`config.mk`:
```
export PLATFORM = sky130hd
export DESIGN_NAME = knight_move_sequencer_flat
export DESIGN_NICKNAME = d
export VERILOG_FILES = /design/src/rtl/knight_move_sequencer_if.sv /design/src/rtl/knight_move_sequencer.sv /design/src/flat_wrapper.sv
export SDC_FILE = /design/constraint.sdc
export NUM_CORES = 1
export LEC_CHECK = 0
export CORE_AREA = 4 4 263 265
export DETAILED_ROUTE_END_ITERATION = 8
export DIE_AREA = 0 0 267 269
export GPL_TIMING_DRIVEN = 0
export MAX_ROUTING_LAYER = met4
export PLACE_DENSITY = 0.58
export SETUP_SLACK_MARGIN = 0.02
export SLEW_MARGIN = 20
export SYNTH_ARGS = -nofsm -noshare
export SYNTH_HDL_FRONTEND = slang
export SYNTH_SLANG_ARGS = --single-unit
export TNS_END_PERCENT = 100
```
`constraint.sdc`:
```
create_clock -name clk -period 3.3 [get_ports clk]
set_input_delay 0.66 -clock clk [delete_from_list [all_inputs] [get_ports clk]]
set_output_delay 0.66 -clock clk [all_outputs]
set_load 0.05 [all_outputs]
```
`src/rtl/knight_move_sequencer_if.sv`:
```
// Bus bundle for the knight move sequencer: host request/result signals
// plus the scanner handshake (board/position/direction out, target/piece back).
interface knight_move_sequencer_if;
   logic         start;
   logic         abort;
   logic [5:0]   square;
   logic         side;
   logic [255:0] board_in;
   logic [255:0] scan_board;
   logic [5:0]   scan_pos;
   logic [2:0]   scan_dir;
   logic [5:0]   scan_target;
   logic [3:0]   scan_piece;
   logic         busy;
   logic         done;
   logic [63:0]  move_mask;
   logic [63:0]  capture_mask;
   logic [3:0]   move_count;

   // Host side, which also plays the scanner
   modport master (
      output start, abort, square, side, board_in, scan_target, scan_piece,
      input  scan_board, scan_pos, scan_dir, busy, done,
             move_mask, capture_mask, move_count
   );

   // Sequencer side
   modport slave (
      input  start, abort, square, side, board_in, scan_target, scan_piece,
      output scan_board, scan_pos, scan_dir, busy, done,
             move_mask, capture_mask, move_count
   );
endinterface

```
`src/rtl/knight_move_sequencer.sv`:
```
// Knight move sequencer: steps an external scanner through the eight knight
// directions from a latched origin square and accumulates legal-move and
// capture masks plus a move count.
module knight_move_sequencer #(
   parameter int SCAN_LAT = 1
) (
   input logic                    clk,
   input logic                    rst_n,
   knight_move_sequencer_if.slave bus
);

   typedef enum logic [1:0] {IDLE, ISSUE, WAIT, DONE} state_t;

   // Last value of the WAIT counter; scanner result is taken on the edge leaving it
   localparam logic [1:0] WAIT_LAST = 2'(SCAN_LAT - 1);

   state_t       state, state_nx;
   logic [1:0]   wait_cnt;
   logic         side_q;
   logic [255:0] board_q;
   logic [5:0]   pos_q;
   logic [2:0]   dir_q;
   logic [63:0]  mask_q;
   logic [63:0]  cap_q;
   logic [3:0]   cnt_q;
   logic         accept;
   logic         capture;
   logic         legal;
   logic         is_capture;

   // True when the knight jump in direction dir stays on the board
   function automatic logic on_board(input logic [5:0] pos, input logic [2:0] dir);
      logic [2:0] col;
      logic [2:0] row;
      col = pos[2:0];
      row = pos[5:3];
      case (dir)
         3'd0:    on_board = (col >= 3'd2) && (row >= 3'd1);
         3'd1:    on_board = (col >= 3'd1) && (row >= 3'd2);
         3'd2:    on_board = (col <= 3'd6) && (row >= 3'd2);
         3'd3:    on_board = (col <= 3'd5) && (row >= 3'd1);
         3'd4:    on_board = (col <= 3'd5) && (row <= 3'd6);
         3'd5:    on_board = (col <= 3'd6) && (row <= 3'd5);
         3'd6:    on_board = (col >= 3'd1) && (row <= 3'd5);
         default: on_board = (col >= 3'd2) && (row <= 3'd6);
      endcase
   endfunction

   assign accept = (state == IDLE) && bus.start;

   // Next-state logic; capture marks the edge that takes the scanner result
   always_comb begin
      state_nx = state;
      capture  = 1'b0;
      case (state)
         IDLE:  if (bus.start) state_nx = ISSUE;
         ISSUE: state_nx = bus.abort ? IDLE : WAIT;
         WAIT: begin
            if (bus.abort) begin
               state_nx = IDLE;
            end else if (wait_cnt == WAIT_LAST) begin
               capture  = 1'b1;
               state_nx = (dir_q == 3'd7) ? DONE : ISSUE;
            end
         end
         DONE:    state_nx = IDLE;
         default: state_nx = IDLE;
      endcase
   end

   // Classify the scanner result: empty or enemy square is legal, enemy is a capture
   always_comb begin
      legal      = 1'b0;
      is_capture = 1'b0;
      if (on_board(pos_q, dir_q)) begin
         if (bus.scan_piece == 4'h0) begin
            legal = 1'b1;
         end else if (bus.scan_piece[3] != side_q) begin
            legal      = 1'b1;
            is_capture = 1'b1;
         end
      end
   end

   // State register
   always_ff @(posedge clk or negedge rst_n) begin
      if (!rst_n) state <= IDLE;
      else        state <= state_nx;
   end

   // Counts cycles spent in WAIT for the scanner latency
   always_ff @(posedge clk or negedge rst_n) begin
      if (!rst_n)              wait_cnt <= 2'd0;
      else if (state == WAIT)  wait_cnt <= wait_cnt + 2'd1;
      else                     wait_cnt <= 2'd0;
   end

   // Request latch, direction stepping and result accumulation
   always_ff @(posedge clk or negedge rst_n) begin
      if (!rst_n) begin
         board_q <= '0;
         pos_q   <= '0;
         side_q  <= 1'b0;
         dir_q   <= '0;
         mask_q  <= '0;
         cap_q   <= '0;
         cnt_q   <= '0;
      end else if (accept) begin
         board_q <= bus.board_in;
         pos_q   <= bus.square;
         side_q  <= bus.side;
         dir_q   <= '0;
         mask_q  <= '0;
         cap_q   <= '0;
         cnt_q   <= '0;
      end else if (capture) begin
         if (legal) begin
            mask_q[bus.scan_target] <= 1'b1;
            cnt_q                   <= cnt_q + 4'd1;
         end
         if (is_capture) cap_q[bus.scan_target] <= 1'b1;
         if (dir_q != 3'd7) dir_q <= dir_q + 3'd1;
      end
   end

   assign bus.scan_board   = board_q;
   assign bus.scan_pos     = pos_q;
   assign bus.scan_dir     = dir_q;
   assign bus.busy         = (state == ISSUE) || (state == WAIT);
   assign bus.done         = (state == DONE);
   assign bus.move_mask    = mask_q;
   assign bus.capture_mask = cap_q;
   assign bus.move_count   = cnt_q;

endmodule

```
`src/flat_wrapper.sv`:
```
// flat-port wrapper written by rule: the top's interface ports become plain ports
module knight_move_sequencer_flat 
#(
   parameter int SCAN_LAT = 1
)
  (clk, rst_n, bus_start, bus_abort, bus_square, bus_side, bus_board_in, bus_scan_target, bus_scan_piece, bus_scan_board, bus_scan_pos, bus_scan_dir, bus_busy, bus_done, bus_move_mask, bus_capture_mask, bus_move_count);
  knight_move_sequencer_if bus_i ();
  input logic clk;
  input logic rst_n;
  input wire logic [$bits(bus_i.start)-1:0] bus_start;
  input wire logic [$bits(bus_i.abort)-1:0] bus_abort;
  input wire logic [$bits(bus_i.square)-1:0] bus_square;
  input wire logic [$bits(bus_i.side)-1:0] bus_side;
  input wire logic [$bits(bus_i.board_in)-1:0] bus_board_in;
  input wire logic [$bits(bus_i.scan_target)-1:0] bus_scan_target;
  input wire logic [$bits(bus_i.scan_piece)-1:0] bus_scan_piece;
  output wire logic [$bits(bus_i.scan_board)-1:0] bus_scan_board;
  output wire logic [$bits(bus_i.scan_pos)-1:0] bus_scan_pos;
  output wire logic [$bits(bus_i.scan_dir)-1:0] bus_scan_dir;
  output wire logic [$bits(bus_i.busy)-1:0] bus_busy;
  output wire logic [$bits(bus_i.done)-1:0] bus_done;
  output wire logic [$bits(bus_i.move_mask)-1:0] bus_move_mask;
  output wire logic [$bits(bus_i.capture_mask)-1:0] bus_capture_mask;
  output wire logic [$bits(bus_i.move_count)-1:0] bus_move_count;
  assign bus_i.start = bus_start;
  assign bus_i.abort = bus_abort;
  assign bus_i.square = bus_square;
  assign bus_i.side = bus_side;
  assign bus_i.board_in = bus_board_in;
  assign bus_i.scan_target = bus_scan_target;
  assign bus_i.scan_piece = bus_scan_piece;
  assign bus_scan_board = bus_i.scan_board;
  assign bus_scan_pos = bus_i.scan_pos;
  assign bus_scan_dir = bus_i.scan_dir;
  assign bus_busy = bus_i.busy;
  assign bus_done = bus_i.done;
  assign bus_move_mask = bus_i.move_mask;
  assign bus_capture_mask = bus_i.capture_mask;
  assign bus_move_count = bus_i.move_count;
  knight_move_sequencer #(.SCAN_LAT(SCAN_LAT)) u_core (.clk(clk), .rst_n(rst_n), .bus(bus_i));
endmodule
```
Yosys cells after proc, flatten, opt, wreduce, memory -nomap -nowiden. Index checks and enable logic that the tools add are counted.

Add/sub/neg operators: 3. $lt $le $gt $ge: 10. Equal/unequal tests: 14. Muxes and demuxes: 30. Bitwise logic cells: 2. Reductions and logical operators: 23.

Operators by type and width (count): 64-bit 2-to-1 mux (6); 64-bit OR (2); 3-bit equality test (second input constant) (4); 3-bit less-or-equal comparator (second input constant) (4); 2-bit 2-to-1 mux (6); 4-bit 2-to-1 mux (3); 1-bit logical AND (10); 1-bit 2-to-1 mux (9); 3-bit 2-to-1 mux (3); 2-bit case mux with 4 select lines (1); 2-bit AND reduction (4); 2-bit nonzero test (4); 6-bit by 7-bit less-than comparator with 1-bit output (second input constant) (1); 1-bit case mux with 7 select lines (1); 1-bit demux with 6-bit select (1); 3-bit by 2-bit equality test with 1-bit output (second input constant) (2); 3-bit by 1-bit greater-or-equal comparator with 1-bit output (second input constant) (2); 3-bit by 2-bit greater-or-equal comparator with 1-bit output (second input constant) (2); 6-bit by 1-bit greater-or-equal comparator with 1-bit output (second input constant) (1); 4-bit by 1-bit adder with 4-bit output (second input constant) (1); 2-bit equality test (second input constant) (2); 2-bit logical NOT (2); 4-bit logical NOT (1); 3-bit by 1-bit adder with 3-bit output (second input constant) (1); 9 further kinds (9).

Register bits after elaboration: 402. Input port bits: 277. Output and inout port bits: 399.

Longest topological paths before layout. Gate-level depths: netlist of the first run.

Word-level depth: 8. Gate-level depth with buffers: 11.

Least setup slack after synthesis of the first run. OpenSTA, ideal clock, no wires.

Path kind: reg2reg. Start point: register u_core.dir_q[0] (netlist: u_core.bus.scan_dir[0]). End point: register u_core.mask_q[32] (netlist: u_core.bus.move_mask[32]). Library setup time: 75 ps. Arrival: 2612 ps. Setup slack: 613 ps. Stages on the path, launching flop included: 10. Buffers on the path: 2. Clock period less this slack: 2687 ps. Cell sequence: dfrtp_1 > inv_1 > ha_1 > a2111o_1 > a2bb2oi_1 > o22a_1 > buf_6 > or4b_4 > buf_6 > o21ai_2.

Cells in the longest elaborated chain, start to end: 5. Elaborated cells between the ends (all ways): 11. Classes of those cells: 6 x eq/ne; 2 x mux; 3 x reduce/logical.

RTL lines: start, declared (RTL line knight_move_sequencer.sv:22) `logic [2:0] dir_q;`; start signal, assigned (RTL line knight_move_sequencer.sv:122) `if (dir_q != 3'd7) dir_q <= dir_q + 3'd1;`; 3-bit equality test, or another cell as far along (RTL line knight_move_sequencer.sv:37) `case (dir)`; 1-bit case mux with 7 select lines (*) (RTL line knight_move_sequencer.sv:37); 1-bit 2-to-1 mux (*) (RTL line knight_move_sequencer.sv:75) `if (on_board(pos_q, dir_q)) begin`; 2-bit nonzero test (no line) (*); 2-bit AND reduction (no line) (*); end signal, assigned (RTL line knight_move_sequencer.sv:105) `mask_q <= '0;`; end signal, assigned (RTL line knight_move_sequencer.sv:113) `mask_q <= '0;`; end signal, assigned by index (RTL line knight_move_sequencer.sv:118) `mask_q[bus.scan_target] <= 1'b1;`; end, declared (RTL line knight_move_sequencer.sv:23) `logic [63:0] mask_q;`.

Mark *: on every way between the ends. The rest lies on a longest branch, timed or not. A chain may end at the register's enable or synchronous reset.

Worst setup path after layout of the first run.
Start point: register u_core.state[0]. End point: register u_core.mask_q[22] (netlist: u_core.bus.move_mask[22]).

Cells in the longest elaborated chain, start to end: 4. Elaborated cells between the ends (all ways): 8. Classes of those cells: 1 x eq/ne; 2 x mux; 5 x reduce/logical.

RTL lines: start, declared (RTL line knight_move_sequencer.sv:17) `state_t state, state_nx;`; start signal, assigned (RTL line knight_move_sequencer.sv:88) `else state <= state_nx;`; 2-bit equality test or 2-bit logical NOT (tied branches) (RTL line knight_move_sequencer.sv:55, knight_move_sequencer.sv:49); 1-bit 2-to-1 mux or 1-bit logical AND (tied branches) (RTL line knight_move_sequencer.sv:55, knight_move_sequencer.sv:49); 2-bit nonzero test (no line); 2-bit AND reduction (no line).

Several ways; a longest one is shown, not always the timed one.

==> results.yml, run 1 <==
die:
  die_h_um: 269
  die_area_mm2: 0.0718
  initial_core_util_pct: 23.7
  rows: 95
  core_mm2: 0.0668
  die_w_um: 267
  io_pins: 676
logic_synthesis:
  yosys-top-cells-area: "dfrtp_1 64%, nand2_1 21%, o21a_1 3.0%"
  syn_nets: 1961
  synth_cell_type_count: 37
  ys.warnings.count: 0
  synth-edff-count: 0
  synth_area_mm2: 0.0158
  async_flop_share_pct: 100
  yosys_register_bits: 402
  synth_ff_type: "dfrtp_1"
  yosysSeqAreaShare_pct: 63.5
  post_synth.cell_area_avg_um2: 9.47
  syn_inst: 1672
  synth_top_cell_by_area: "dfrtp_1"
  synth_top_cell_area_share_pct: 63.5
worst_hold_path:
  hold_class: "reg2reg"
  min_path_cells: 1
timing:
  period_minus_slack_ns: 2.93
  worstMarginPinSlew_ns: 1.10
  finalHoldViolations: 0
  setup_viol: 0
  fin_setup_tns_ns: 0
  min_period_over_period_pct: 88.7
  rsz0062_at_grt: "false"
  fmax_ghz: 0.342
  setup_ws_ns: 0.374
  holdWs_ns: 0.427
  relSlewSlack_pct: 26.4
  skew_ns: 0.0115
  maxSlewViolCount: 0
cts:
  clock_path_buffers: 3
  cts-root-buf: "clkbuf_16"
  clkLatencyLatePin_ns: 0.56
  cts.reportedPaths.clkPinSlew_ns: 0.06
  cts_made_buffers: 48
  cts_tree: "done"
  cts_resized: 0
  clock_sinks: 402
  h-tree-depth: 2
route:
  drtAntennaViolNets: 0
  drc: 0
  firstDrtPassIters: 6
  wirelength_mm: 61.9
  drt-vias-per-instance: 4.33
  wire_per_inst_um: 18.7
  vias: 14300
  drtIter0Drc: 628
layout:
  nets: 2685
  drive_gt1_share_pct: 5.48
  final_util_pct: 37.9
  design_area_mm2: 0.0253
  final_cells: 3304
  layout-area-overhead-vs-synth_pct: 60.0
status:
  status: "completed"
grt:
  antenna_found_initial: 2
  gr-total-overflow: 0
  grt_pass1_vias: 15000
  grt_pass1_wl_mm: 92.1
  grt_max_degree: 97
  grt_usage_pct: 17.0
place:
  placed_cells_incl_taps: 3218
  placedInstanceArea_mm2: 0.0237
  place_ws_ns: -0.260
  place_congestion: 0.894
  io_buffers: 669
  hpwl_mm: 47.8
critical_path:
  startpoint_type: "flip-flop"
  crit_slowest_cell: "or4b_1"
  critPathKind: "reg2reg"
  cp_max_fo: 10
  path_cells: "inv_1, ha_1, and2b_1, nand2_1, a211oi_1, clkbuf_1, or4b_1, clkbuf_1, o21ai_0"
  worstPathArrival_ns: 3.40
  critical-path-max-stage-delay_ns: 0.49
  cpMostUsedCell: "clkbuf_1"
  r2r_cells: 9
  critPathCaptureType: "flip-flop"
  required_ns: 3.77
power_and_ir_drop:
  total_power_mw: 26.0
  p_leak_nw: 11.6
  power.density_mw_per_mm2: 1030
  ir_worst_vdd_v: 0.000608
run:
  cap_violations: 0
-- layer usage --
metal	wire [µm]	vias to the layer above	global-route usage (%)
li1	-	6790	-
met1	23600	6856	19.0
met2	31600	560	29.7
met3	4990	104	5.24
met4	1710	0	4.75
met5	0	-	-
-- layout make-up --
type / instances / area [µm²]
clock inverter: 21 / 248
multi-input combinational: 1148 / 5260
inverter: 7 / 26.3
buffer: 115 / 485
antenna: 2 / 5.00
sequential: 402 / 10100
clock buffer: 62 / 1330
tap: 873 / 1090
fill: 6676 / 41500
timing repair buffer: 674 / 6820
-- path summary, 6_finish.rpt --
check,from,end,slack [ns]
min in group asynchronous,rst_n,u_core.bus.scan_board[208]$_DFFE_PN0P_,0.56
hold reg to reg,u_core.wait_cnt[0]$_DFF_PN0_,u_core.wait_cnt[0]$_DFF_PN0_,0.43
hold / removal,u_core.wait_cnt[0]$_DFF_PN0_,u_core.wait_cnt[0]$_DFF_PN0_,0.43
setup / recovery,u_core.state[0]$_DFFE_PN0P_,u_core.bus.move_mask[22]$_DFFE_PN0P_,0.37
max in group asynchronous,rst_n,u_core.bus.scan_board[120]$_DFFE_PN0P_,1.43
setup reg to reg,u_core.state[0]$_DFFE_PN0P_,u_core.bus.move_mask[22]$_DFFE_PN0P_,0.37
-- critical path: cells and delay by family (launching register included) --
| kind | cells | cell delay [ns] |
|---|---|---|
| compound gates | 2 | 0.60 |
| fa+ha+maj | 1 | 0.22 |
| buf+inv | 3 | 0.77 |
| flops | 1 | 0.41 |
| simple gates | 3 | 0.84 |
-- placed cells by master, fill, tap and decap left out, types with 4 or more instances in the layout --
cell             synthesis  layout
o21ai_2                 32      32
nand3b_1                 6       6
o21a_1                  64      64
nor4_1                  65      65
dfrtp_1                402     402
nor3_1                   4       4
clkinv_2                 0      11
clkbuf_8                 0       5
buf_2                    6       6
buf_16                   0       4
or4b_4                   4       4
bufinv_16                0       5
nor2b_1                  4       4
nor2_1                   7       7
or4b_1                   5       5
inv_1                    7       7
nand2_1                869     869
or3_1                    4       4
nand3_1                  5       5
clkbuf_1               101     108
o21ai_0                 37      37
clkbuf_16                0      49
clkdlybuf4s50_1          0     668
buf_6                    6       6
ha_1                    12      12
a21oi_1                  6       6
-- sequential cells by signal (all words and copies together) (netlist names) --
name                     flops
u_core.bus.scan_pos          6
u_core.side_q                1
u_core.wait_cnt              2
u_core.bus.scan_board      256
u_core.bus.scan_dir          3
u_core.bus.move_count        4
u_core.bus.capture_mask     64
u_core.bus.move_mask        64
u_core.state                 2
-- kinds of logic (layout without fill, tap and decap cells) --
logic type | Yosys count | count (layout) | share of synthesized area (%)
mux | 4 | 4 | 0.261
other cells | 0 | 2 | 0
flops | 402 | 402 | 63.5
fa+ha+maj | 12 | 12 | 0.948
compound gates | 149 | 149 | 6.66
buf+inv | 122 | 879 | 3.22
xor+xnor | 1 | 1 | 0.0553
simple gates | 982 | 982 | 25.3
-- synth_stat cells (2+ instances only) --
cell,count
clkbuf_1,101
nand3_1,5
o21ai_0,37
a21oi_1,6
or3_1,4
nand2_1,869
mux2i_1,3
inv_1,7
dfrtp_1,402
buf_2,6
nor2b_1,4
buf_1,2
and2_1,3
or4b_4,4
ha_1,12
o22ai_1,2
nor3_1,4
o21a_1,64
nand3b_1,6
or3b_2,3
nor4_1,65
nor2_1,7
o21ai_2,32
buf_6,6
o21ai_1,2
or4b_1,5
-- power breakdown --
group	switching [mW]	internal (mW)	total, mW
clock	2.13	3.21	5.35
sequential	0.941	6.51	7.45
combinational	9.31	3.93	13.2
-- repair_timing --
action / in CTS / in global routing
setup endpoints to repair: 0 / 0
hold endpoints to repair: 33 / 0
buffers inserted: 0 / 0
hold buffers: 1 / 0
No activity file was read; power rests on OpenSTA's default activity.
==> inputs of run 2 (changes only) <==
--- a/config.mk
+++ b/config.mk
@@ -5,12 +5,14 @@
 export SDC_FILE = /design/constraint.sdc
 export NUM_CORES = 1
 export LEC_CHECK = 0
-export CORE_AREA = 4 4 263 265
+export ABC_AREA = 1
+export CORE_AREA = 4 4 259 261
 export DETAILED_ROUTE_END_ITERATION = 8
-export DIE_AREA = 0 0 267 269
+export DIE_AREA = 0 0 263 265
 export GPL_TIMING_DRIVEN = 0
+export HOLD_SLACK_MARGIN = 0.03
 export MAX_ROUTING_LAYER = met4
-export PLACE_DENSITY = 0.58
+export PLACE_DENSITY = 0.6
 export SETUP_SLACK_MARGIN = 0.02
 export SLEW_MARGIN = 20
 export SYNTH_ARGS = -nofsm -noshare
==> results.yml, run 2 <==
critical_path:
  path_cells: "inv_1, ha_1, nand2_1, inv_2, clkbuf_2, clkbuf_1, nand2_1, nand2_1"
  required_ns: 3.79
  cp_num_buf_inv: 4
  cp_max_fo: 10
  r2r_cells: 8
  r2r-start: "u_core.state[0]$_DFFE_PN0P_"
  cpMostUsedCell: "nand2_1"
  crit_slowest_cell: "clkbuf_1"
  cp_top_family: "buffers and inverters"
  regToRegSetupSlack_ns: 0.42
  critPathKind: "reg2reg"
  rr_endpoint: "u_core.bus.scan_board[191]$_DFFE_PN0P_"
  critical-path-max-stage-delay_ns: 0.74
  critPathCaptureType: "flip-flop"
  startpoint_type: "flip-flop"
  worstPathArrival_ns: 3.37
cts:
  clkLatencyLatePin_ns: 0.57
  cts_setup_buffers: 0
  cts_made_buffers: 48
  cts_hold_buf: 0
  cts.reportedPaths.clkPinSlew_ns: 0.06
  cts_resized: 2
  h-tree-depth: 2
  clock_sinks: 402
  cts-root-buf: "clkbuf_16"
  clock_path_buffers: 3
  cts_tree: "done"
place:
  placed_cells_incl_taps: 3407
  place_congestion: 0.888
  hpwl_mm: 55.6
  io_buffers: 675
  place_ws_ns: -0.634
die:
  io_pins: 676
  rows: 93
  initial_core_util_pct: 25.8
  core_mm2: 0.0645
  die_h_um: 265
  die_w_um: 263
  die_area_mm2: 0.0697
layout:
  largest_register_ffs: 256
  layout-area-overhead-vs-synth_pct: 58.0
  drive_gt1_share_pct: 8.11
  final_cell_mix: "818 x nand2_1, 674 x clkdlybuf4s50_1, 402 x dfrtp_1"
  final_common_cell: "nand2_1"
  nets: 2891
  fill_cells: 6430
  final_cells: 3497
run:
  cap_violations: 0
timing:
  skew_ns: 0.0185
  rsz0062_at_grt: "false"
  worstMarginPinSlew_ns: 0.927
  period_minus_slack_ns: 2.88
  maxSlewViolCount: 0
  min_period_over_period_pct: 87.2
  setup_ws_ns: 0.424
  relSlewSlack_pct: 38.2
  setup_viol: 0
  finalHoldViolations: 0
  fmax_ghz: 0.348
logic_synthesis:
  yosysSeqAreaShare_pct: 60.5
  yosys-top-cells-area: "dfrtp_1 60%, nand2_1 18%, inv_1 3.5%"
  synth_area_mm2: 0.0166
  yosysMostFrequentCell: "nand2_1"
  synth-edff-count: 0
  synth_common_cells: "818 x nand2_1, 402 x dfrtp_1, 153 x inv_1"
  synth_cell_type_count: 23
  async_flop_share_pct: 100
  syn_inst: 1873
  synth_ff_type: "dfrtp_1"
  syn_nets: 2162
  post_synth.cell_area_avg_um2: 8.88
  yosys_register_bits: 402
  synth_top_cell_by_area: "dfrtp_1"
  synth_top_cell_area_share_pct: 60.5
  ys.warnings.count: 0
route:
  firstDrtPassIters: 9
  drc: 4
  drtAntennaViolNets: 0
  wirelength_mm: 70.7
  vias: 15400
  drt-vias-per-instance: 4.40
  drtIter0Drc: 890
  wire_per_inst_um: 20.2
grt:
  grt_max_degree: 92
  antenna_found_initial: 6
  grt_usage_pct: 20.0
  gr-total-overflow: 0
  grt_pass1_wl_mm: 103
  grt_pass1_vias: 16100
power_and_ir_drop:
  p_leak_nw: 11.8
  power.density_mw_per_mm2: 1050
  ir_worst_vdd_v: 0.000681
status:
  violations: "design-rule violations"
  status: "finished with violations"
worst_hold_path:
  hold_class: "in2async"
run 2: changes by cell type after synthesis, moves of 26 or more:
cell,delta
nand2_1,-51
o21ai_0,-29
nor2_1,+74
clkbuf_1,-26
a21oi_1,+75
nor4_1,-65
o21ai_2,-32
nand3_1,+99
inv_1,+146
nand3_2,+51
a21oi_2,+51
o21a_1,-64
run 2: worst reg2reg max path: stages, from the launching register on:
cell	delay, ns
dfrtp_1	0.40
inv_1	0.14
ha_1	0.20
nand2_1	0.31
inv_2	0.36
clkbuf_2	0.42
clkbuf_1	0.75
nand2_1	0.12
nand2_1	0.09
run 2: metrics by stage:
step	total power, mW	hold WS (ns)	setup TNS [ns]	util [%]	area [µm²]
after floorplan	16.2	0.364	0	-	16600
after global placement	21.8	0.416	-6740.54	37.9	24500
after detailed placement	21.9	0.421	-23.62	38.1	24600
after CTS	27.8	0.103	0	40.8	26300
after global routing	28.7	0.129	0	40.8	26300
final	27.5	0.0607	0	40.8	26300
run 2: metal layers:
layer	global-route usage (%)	vias to the layer above	wire length [µm]	share of wire, %
li1	-	7255	-	-
met1	22.7	7424	27500	39
met2	34.9	585	35900	51
met3	4.91	121	4980	7.0
met4	6.36	0	2360	3.3
met5	-	-	0	0
run 2: worst max-delay path by stage:
stage	cells past startpoint	slack (ns)	end	from
2_1_floorplan	12	1.19	u_core.bus.capture_mask[16]$_DFFE_PN0P_	u_core.bus.scan_dir[0]$_DFFE_PN0P_
3_3_place_gp	1	-16.77	u_core.bus.scan_board[41]$_DFFE_PN0P_	rst_n
3_5_place_dp	7	-0.63	u_core.bus.scan_board[199]$_DFFE_PN0P_	bus_start
4_1_cts	8	0.18	u_core.bus.scan_board[191]$_DFFE_PN0P_	u_core.state[0]$_DFFE_PN0P_
5_1_grt	8	0.08	u_core.bus.scan_board[191]$_DFFE_PN0P_	u_core.state[0]$_DFFE_PN0P_
6_report	8	0.42	u_core.bus.scan_board[191]$_DFFE_PN0P_	u_core.state[0]$_DFFE_PN0P_
run 2: power breakdown:
group	internal, mW	switching [mW]	leakage [nW]
Combinational	4.20	10.1	5.80
Clock	3.51	2.20	0.842
Sequential	6.50	0.953	5.20
run 2: cells by family after synthesis:
group	count (synthesis)	synth area share, %
AO/OA/AOI/OAI	144	5.53
AND/OR/NAND/NOR	1059	26.7
buffers and inverters	255	6.38
XOR/XNOR	1	0.0527
flip-flops	402	60.5
adder cells (fa/ha/maj)	12	0.902
run 2: layout make-up:
cell class | count | area [µm²] | area share (%)
clock inverter | 20 | 294 | 1.12
multi-input combinational | 1216 | 5520 | 21.0
antenna | 4 | 10.0 | 0.0381
inverter | 155 | 582 | 2.21
sequential | 402 | 10100 | 38.3
clock buffer | 66 | 1400 | 5.33
buffer | 100 | 482 | 1.83
timing repair buffer | 679 | 6870 | 26.1
tap | 855 | 1070 | 4.07
